File: src/rtl/ro_puf_pkg.sv
// Shared definitions for the ring-oscillator PUF measurement controller.
// Holds the RO array geometry, challenge width and the measurement state type.
package ro_puf_pkg;

    localparam int NUM_RO = 16;
    localparam int SEL_W  = $clog2(NUM_RO);
    localparam int CHAL_W = 2 * SEL_W;

    // One measurement walks A then B through clear, window, settle and capture.
    typedef enum logic [3:0] {
        IDLE,
        CLR_A,
        MEAS_A,
        SETTLE_A,
        CAP_A,
        CLR_B,
        MEAS_B,
        SETTLE_B,
        CAP_B,
        DONE
    } meas_state_t;

endpackage

File: src/rtl/ro_window_timer.sv
// Loadable down-counter used to time the measurement window and the settle gap.
// Ports:
//   i_clk      system clock
//   i_rst      synchronous reset, active-high
//   i_load     load i_load_val this cycle (wins over counting)
//   i_load_val value to load
//   o_zero     counter currently at zero
module ro_window_timer #(
    parameter int TW = 4
) (
    input  logic          i_clk,
    input  logic          i_rst,
    input  logic          i_load,
    input  logic [TW-1:0] i_load_val,
    output logic          o_zero
);

    logic [TW-1:0] r_count;

    // Counts down once per cycle and parks at zero until reloaded.
    always_ff @(posedge i_clk) begin
        if (i_rst) begin
            r_count <= '0;
        end else if (i_load) begin
            r_count <= i_load_val;
        end else if (r_count != '0) begin
            r_count <= r_count - TW'(1);
        end
    end

    assign o_zero = (r_count == '0);

endmodule

File: src/rtl/ro_puf_meas_ctrl.sv
// Sequences one challenge-response measurement over the ring-oscillator array:
// measure RO A, then RO B, over a fixed window and report whether A counted more.
// Ports:
//   i_clk, i_rst          clock, synchronous active-high reset
//   i_start, i_challenge  request + challenge ([7:4]=A, [3:0]=B), sampled in IDLE
//   i_abort               cancel an in-flight measurement
//   i_cnt_val             external RO edge counter value
//   o_ro_sel, o_ro_en     oscillator index and enable gate for the decoder
//   o_cnt_clr             synchronous clear for the edge counter
//   o_busy                high outside IDLE
//   o_resp_valid          one-cycle pulse, response fields valid
//   o_resp_bit/tie/err    A>B, A==B counts, challenge had A==B
//   o_count_a/b           captured counts, held until next capture
module ro_puf_meas_ctrl
    import ro_puf_pkg::*;
#(
    parameter int WINDOW = 16,
    parameter int SETTLE = 2,
    parameter int CNT_W  = 16
) (
    input  logic              i_clk,
    input  logic              i_rst,
    input  logic              i_start,
    input  logic [CHAL_W-1:0] i_challenge,
    input  logic              i_abort,
    input  logic [CNT_W-1:0]  i_cnt_val,
    output logic [SEL_W-1:0]  o_ro_sel,
    output logic              o_ro_en,
    output logic              o_cnt_clr,
    output logic              o_busy,
    output logic              o_resp_valid,
    output logic              o_resp_bit,
    output logic              o_resp_tie,
    output logic              o_resp_err,
    output logic [CNT_W-1:0]  o_count_a,
    output logic [CNT_W-1:0]  o_count_b
);

    localparam int MAX_T = (WINDOW > SETTLE) ? WINDOW : SETTLE;
    localparam int TW    = $clog2(MAX_T + 1);
    localparam logic [TW-1:0] WIN_LOAD = TW'(WINDOW - 1);
    localparam logic [TW-1:0] SET_LOAD = TW'(SETTLE - 1);

    meas_state_t      r_state;
    meas_state_t      w_next;
    logic             w_load;
    logic [TW-1:0]    w_load_val;
    logic             w_zero;
    logic [SEL_W-1:0] r_sel_a;
    logic [SEL_W-1:0] r_sel_b;
    logic [SEL_W-1:0] w_sel_a;
    logic [SEL_W-1:0] r_ro_sel;
    logic             r_ro_en;
    logic             r_cnt_clr;
    logic             r_busy;
    logic             r_resp_valid;
    logic             r_resp_bit;
    logic             r_resp_tie;
    logic             r_resp_err;
    logic [CNT_W-1:0] r_count_a;
    logic [CNT_W-1:0] r_count_b;

    ro_window_timer #(.TW(TW)) u_timer (
        .i_clk      (i_clk),
        .i_rst      (i_rst),
        .i_load     (w_load),
        .i_load_val (w_load_val),
        .o_zero     (w_zero)
    );

    // A is still being latched on the cycle CLR_A is entered, so take it live.
    assign w_sel_a = (r_state == IDLE) ? i_challenge[2*SEL_W-1:SEL_W] : r_sel_a;

    always_ff @(posedge i_clk) begin
        if (i_rst) begin
            r_state <= IDLE;
        end else begin
            r_state <= w_next;
        end
    end

    // The timer is reloaded on entry to every MEAS/SETTLE phase; a phase ends
    // on the cycle the timer reads zero. Abort overrides every transition.
    always_comb begin
        w_next     = r_state;
        w_load     = 1'b0;
        w_load_val = '0;
        case (r_state)
            IDLE: begin
                if (i_start) begin
                    w_next = (i_challenge[2*SEL_W-1:SEL_W] == i_challenge[SEL_W-1:0])
                             ? DONE : CLR_A;
                end
            end
            CLR_A: begin
                w_next     = MEAS_A;
                w_load     = 1'b1;
                w_load_val = WIN_LOAD;
            end
            MEAS_A: begin
                if (w_zero) begin
                    w_next     = SETTLE_A;
                    w_load     = 1'b1;
                    w_load_val = SET_LOAD;
                end
            end
            SETTLE_A: if (w_zero) w_next = CAP_A;
            CAP_A:    w_next = CLR_B;
            CLR_B: begin
                w_next     = MEAS_B;
                w_load     = 1'b1;
                w_load_val = WIN_LOAD;
            end
            MEAS_B: begin
                if (w_zero) begin
                    w_next     = SETTLE_B;
                    w_load     = 1'b1;
                    w_load_val = SET_LOAD;
                end
            end
            SETTLE_B: if (w_zero) w_next = CAP_B;
            CAP_B:    w_next = DONE;
            DONE:     w_next = IDLE;
            default:  w_next = IDLE;
        endcase
        if (i_abort && (r_state != IDLE) && (r_state != DONE)) begin
            w_next = IDLE;
            w_load = 1'b0;
        end
    end

    // Outputs are registered from the next state so they line up with the
    // state they describe. Captures and responses only happen on the
    // non-aborted path, so an abort leaves count_* and resp_* untouched.
    always_ff @(posedge i_clk) begin
        if (i_rst) begin
            r_sel_a      <= '0;
            r_sel_b      <= '0;
            r_ro_sel     <= '0;
            r_ro_en      <= 1'b0;
            r_cnt_clr    <= 1'b0;
            r_busy       <= 1'b0;
            r_resp_valid <= 1'b0;
            r_resp_bit   <= 1'b0;
            r_resp_tie   <= 1'b0;
            r_resp_err   <= 1'b0;
            r_count_a    <= '0;
            r_count_b    <= '0;
        end else begin
            if ((r_state == IDLE) && i_start) begin
                r_sel_a <= i_challenge[2*SEL_W-1:SEL_W];
                r_sel_b <= i_challenge[SEL_W-1:0];
            end
            r_busy       <= (w_next != IDLE);
            r_ro_en      <= (w_next == MEAS_A) || (w_next == MEAS_B);
            r_cnt_clr    <= (w_next == CLR_A) || (w_next == CLR_B);
            r_resp_valid <= (w_next == DONE);
            case (w_next)
                CLR_A, MEAS_A, SETTLE_A, CAP_A: r_ro_sel <= w_sel_a;
                CLR_B, MEAS_B, SETTLE_B, CAP_B: r_ro_sel <= r_sel_b;
                default:                        r_ro_sel <= '0;
            endcase
            if ((r_state == CAP_A) && (w_next == CLR_B)) begin
                r_count_a <= i_cnt_val;
            end
            if (w_next == DONE) begin
                if (r_state == CAP_B) begin
                    r_count_b  <= i_cnt_val;
                    r_resp_bit <= (r_count_a > i_cnt_val);
                    r_resp_tie <= (r_count_a == i_cnt_val);
                    r_resp_err <= 1'b0;
                end else begin
                    r_resp_bit <= 1'b0;
                    r_resp_tie <= 1'b0;
                    r_resp_err <= 1'b1;
                end
            end
        end
    end

    assign o_ro_sel     = r_ro_sel;
    assign o_ro_en      = r_ro_en;
    assign o_cnt_clr    = r_cnt_clr;
    assign o_busy       = r_busy;
    assign o_resp_valid = r_resp_valid;
    assign o_resp_bit   = r_resp_bit;
    assign o_resp_tie   = r_resp_tie;
    assign o_resp_err   = r_resp_err;
    assign o_count_a    = r_count_a;
    assign o_count_b    = r_count_b;

endmodule

File: config.mk
export PLATFORM = sky130hd
export DESIGN_NAME = ro_puf_meas_ctrl
export DESIGN_NICKNAME = d
export VERILOG_FILES = /design/src/rtl/ro_puf_pkg.sv /design/src/rtl/ro_window_timer.sv /design/src/rtl/ro_puf_meas_ctrl.sv
export SDC_FILE = /design/constraint.sdc
export NUM_CORES = 1
export LEC_CHECK = 0
export BUFFER_PORTS_ARGS = -buffer_cell sky130_fd_sc_hd__buf_2
export CAP_MARGIN = 30
export CORE_ASPECT_RATIO = 1.4
export CORE_MARGIN = 2
export CORE_UTILIZATION = 55
export DETAILED_ROUTE_END_ITERATION = 10
export GPL_TIMING_DRIVEN = 0
export HOLD_SLACK_MARGIN = 0.05
export PLACE_DENSITY = 0.83
export SETUP_SLACK_MARGIN = 0.15
export SYNTH_ARGS = -nofsm -noshare
export SYNTH_HDL_FRONTEND = slang
export SYNTH_SLANG_ARGS = --single-unit
File: constraint.sdc
create_clock -name i_clk -period 5.9 [get_ports i_clk]
set_input_delay 1.18 -clock i_clk [delete_from_list [all_inputs] [get_ports i_clk]]
set_output_delay 1.18 -clock i_clk [all_outputs]
set_load 0.03 [all_outputs]
==> impl_metrics.tcl <==
set metrics [dict create \
    status "completed" \
    critPathMaxFanout 10 \
    internal_power_mw 0.710 \
    ys_seq_elements 60 \
    fin_crit_sh_pct 47.4 \
    worst_pin_slew_ps 642 \
    antenna_cells 0 \
    dp_hpwl_microns 4980 \
    antenna_left 0 \
    start_util_pct 56.7 \
    clkPwrFrac_pct 35.3 \
    syn2layout_area_growth_pct 21.5 \
    final_net_count 460 \
    drt-initial-drc-count 229 \
    routedWlPerCell_microns 13.4 \
    grt_use_total_pct 23.9 \
    synth_edf_count 0 \
    synth_top_area_share_pct 41.4 \
    syn_inst 333 \
    yosysTopAreaCell "dfxtp_1" \
    vias 2622 \
    crit_type "in -> reg" \
    cp.required_ps 6160 \
    final_hold_viol_count 0 \
    setup_viol 0 \
    combPwrFrac_pct 20.5 \
    grt_pass1_vias 2461 \
    crit_path_start "i_abort" \
    core_sq_um 5120 \
    synth_ff_type "dfxtp_1" \
    synth_nets 379 \
    post_layout_nonfiller_instances 485 \
    clock_path_buffers 2 \
    cts.repair.resized 0 \
    grt-ovfl-total 0 \
    drc 0 \
    endpoint_kind "flip-flop" \
    drt_wl_total_microns 6500 \
    timing.final.crit_period_ps 2800 \
    critPathSlowestCell "nor2_1" \
    ios 71 \
    yosys-top-cells-area "dfxtp_1 (41%), mux2i_1 (9.7%), ha_1 (7.8%)" \
    die_h_microns 89.9 \
    io_buffers 70 \
    dieWidth_microns 65.4 \
    crit_end "o_count_b[0]" \
    viasPerCell 5.41 \
    max_freq_mhz 358 \
    grt_start_max_net_pins 12 \
    synth_cell_type_count 47 \
    placed_cells 469 \
    swShare_pct 30.3 \
    p_seq_share_pct 44.2 \
    cts_tree "yes" \
    peakVddDrop_v 0.000221 \
    max_stage_delay_ps 560 \
    maxSlewHeadroom_pct 56.7 \
    num-fill-cells 443 \
    drtPass1Iterations 4 \
    clk_pin_slew_ps 70 \
    yosysMostFrequentCell "dfxtp_1" \
    final.setup.tns_ps 0 \
    rsz0062_at_grt "false" \
    cts_hold_buf 0 \
    gp_congestion 0.873 \
    ys_seq_area_share_pct 41.4 \
    finClkSkew_ps 5.01 \
    synth_warnings 0 \
    root_buffer "clkbuf_8" \
    numCtsBuffers 9 \
    r2r-end "o_count_b[0]" \
    drive_above_1_share_pct 24.3 \
    cp_top_family "simple AND/OR/NAND/NOR gates" \
    r2r-start "r_state[2]" \
    switchingPower_mw 0.309 \
    power_leakage_nw 1.60 \
    rr_worst_depth 8 \
    power_density_nw_per_um2 289 \
    synth_common_cells "dfxtp_1 (60), nor2_1 (45), nand2_1 (44), mux2i_1 (28), a21oi_1 (26)" \
    cts_setup_buffers 0 \
    antenna_found_initial 0 \
    cts.sinks 60 \
    grt_pass1_wl_microns 11000 \
    max_cap_viol_count 0 \
    arrival_ps 3060 \
    path_depth 7 \
    cpMostUsedCell "nor2_1" \
    critPathBufInv 2 \
    cp-start-kind "primary input" \
    slew_viol_final 0 \
    hp-class "reg -> reg" \
    clock_latency_ps 350 \
    htreeDepth 3 \
    synth.cell_area_sq_um 2900 \
    syn_area_per_cell_sq_um 8.71 \
    dieArea_sq_um 5880 \
    rows 31 \
    ff2ff_setup_slack_ps 3340 \
    synthArstFlopShare_pct 0 \
    path_cells "buf_2 -> nor2_1 -> o21ai_0 -> nor2_1 -> clkbuf_1 -> nand2_1 -> a21oi_1" \
]
==> worst reg2reg max path: stages, from the launching register on <==
cell      delay [ps]
dfxtp_1          320
clkbuf_1         280
xnor2_1          120
nor2_1           140
o21ai_0          260
nor2_1           560
clkbuf_1         480
nand2_1          130
a21oi_1          180
==> power by group through the flow <==
stage	clock (mW)	combinational, mW	sequential (mW)
after floorplan	0	0.148	0.466
after global placement	0	0.204	0.457
after detailed placement	0	0.208	0.458
after CTS	0.364	0.210	0.450
after global routing	0.381	0.235	0.454
final	0.360	0.209	0.450
==> worst min-delay path by stage <==
stage,start,endpoint,depth (start not counted)
detailed placement,o_count_b[2],o_count_b[2],2
floorplan,r_sel_a[0],r_sel_a[0],2
global route,o_count_b[2],o_count_b[2],2
global placement,o_count_b[3],o_count_b[3],2
CTS,o_count_b[2],o_count_b[2],2
finish,o_count_b[15],o_count_b[15],2
==> state kept, by name, indices dropped and copies added (netlist names) <==
register / flops
o_count_a: 16
o_count_b: 16
u_timer.r_count: 5
o_ro_sel: 4
r_sel_a: 4
r_sel_b: 4
r_state: 4
o_busy: 1
o_cnt_clr: 1
o_resp_bit: 1
o_resp_err: 1
o_resp_tie: 1
o_resp_valid: 1
o_ro_en: 1
==> routing by layer <==
layer | global-route usage (%) | part of all wire [%] | wire, microns | vias up
li1 | - | - | - | 1317
met1 | 27.4 | 41 | 2660 | 1218
met2 | 41.6 | 52 | 3370 | 74
met3 | 4.26 | 5.3 | 342 | 13
met4 | 11.8 | 2.2 | 140 | 0
met5 | 0 | 0 | 0 | -
==> cell families after synthesis <==
family                     count (synthesis)  share of synthesized area (%)
xor gates and xnor gates                   7                           2.11
adders and majority gates                 18                           7.76
and+or+nand+nor                          125                           20.6
buffers and inverters                     35                           4.83
AOI/OAI and AO/OA                         60                           13.7
DFF                                       60                           41.4
muxes                                     28                           9.66
==> placed cells by master, fill, tap and decap left out, types with 2 or more instances in the layout <==
cell type,count
a21o_1,3
a21oi_1,26
a221o_1,4
a31oi_1,3
a32oi_1,4
buf_2,71
clkbuf_1,13
clkbuf_8,9
clkinv_2,3
clkinvlp_4,3
dfxtp_1,60
ha_1,18
inv_1,20
mux2i_1,28
nand2_1,44
nand2b_1,3
nand3b_1,3
nand4_1,6
nor2_1,45
nor2b_1,3
nor3_1,3
nor3b_1,2
nor4_1,2
o21ai_0,7
o21ai_1,2
or2_2,4
xnor2_1,5
xor2_1,2
==> cell type report <==
| type | count | area, sq um | share of cell area [%] |
|---|---|---|---|
| buffer | 15 | 65.1 | 1.85 |
| clock buffer | 9 | 124 | 3.51 |
| clock inverter | 7 | 67.6 | 1.92 |
| inverter | 20 | 75.1 | 2.13 |
| multi-input combinational | 238 | 1560 | 44.3 |
| sequential | 60 | 1200 | 34.1 |
| tap | 66 | 82.6 | 2.34 |
| timing repair buffer | 70 | 350 | 9.94 |
==> metrics by stage <==
step	worst slack, ps	hold WS [ps]	utilization, %	total power, mW	cell area [sq um]
after CTS	3110	453	68.9	1.02	3530
after global routing	2900	477	68.9	1.07	3530
after detailed placement	2780	444	65.1	0.666	3330
after global placement	2870	441	65.1	0.661	3330
after floorplan	3420	463	-	0.614	2900
final	3100	455	68.9	1.02	3530
No activity file was read; power rests on OpenSTA's default activity.
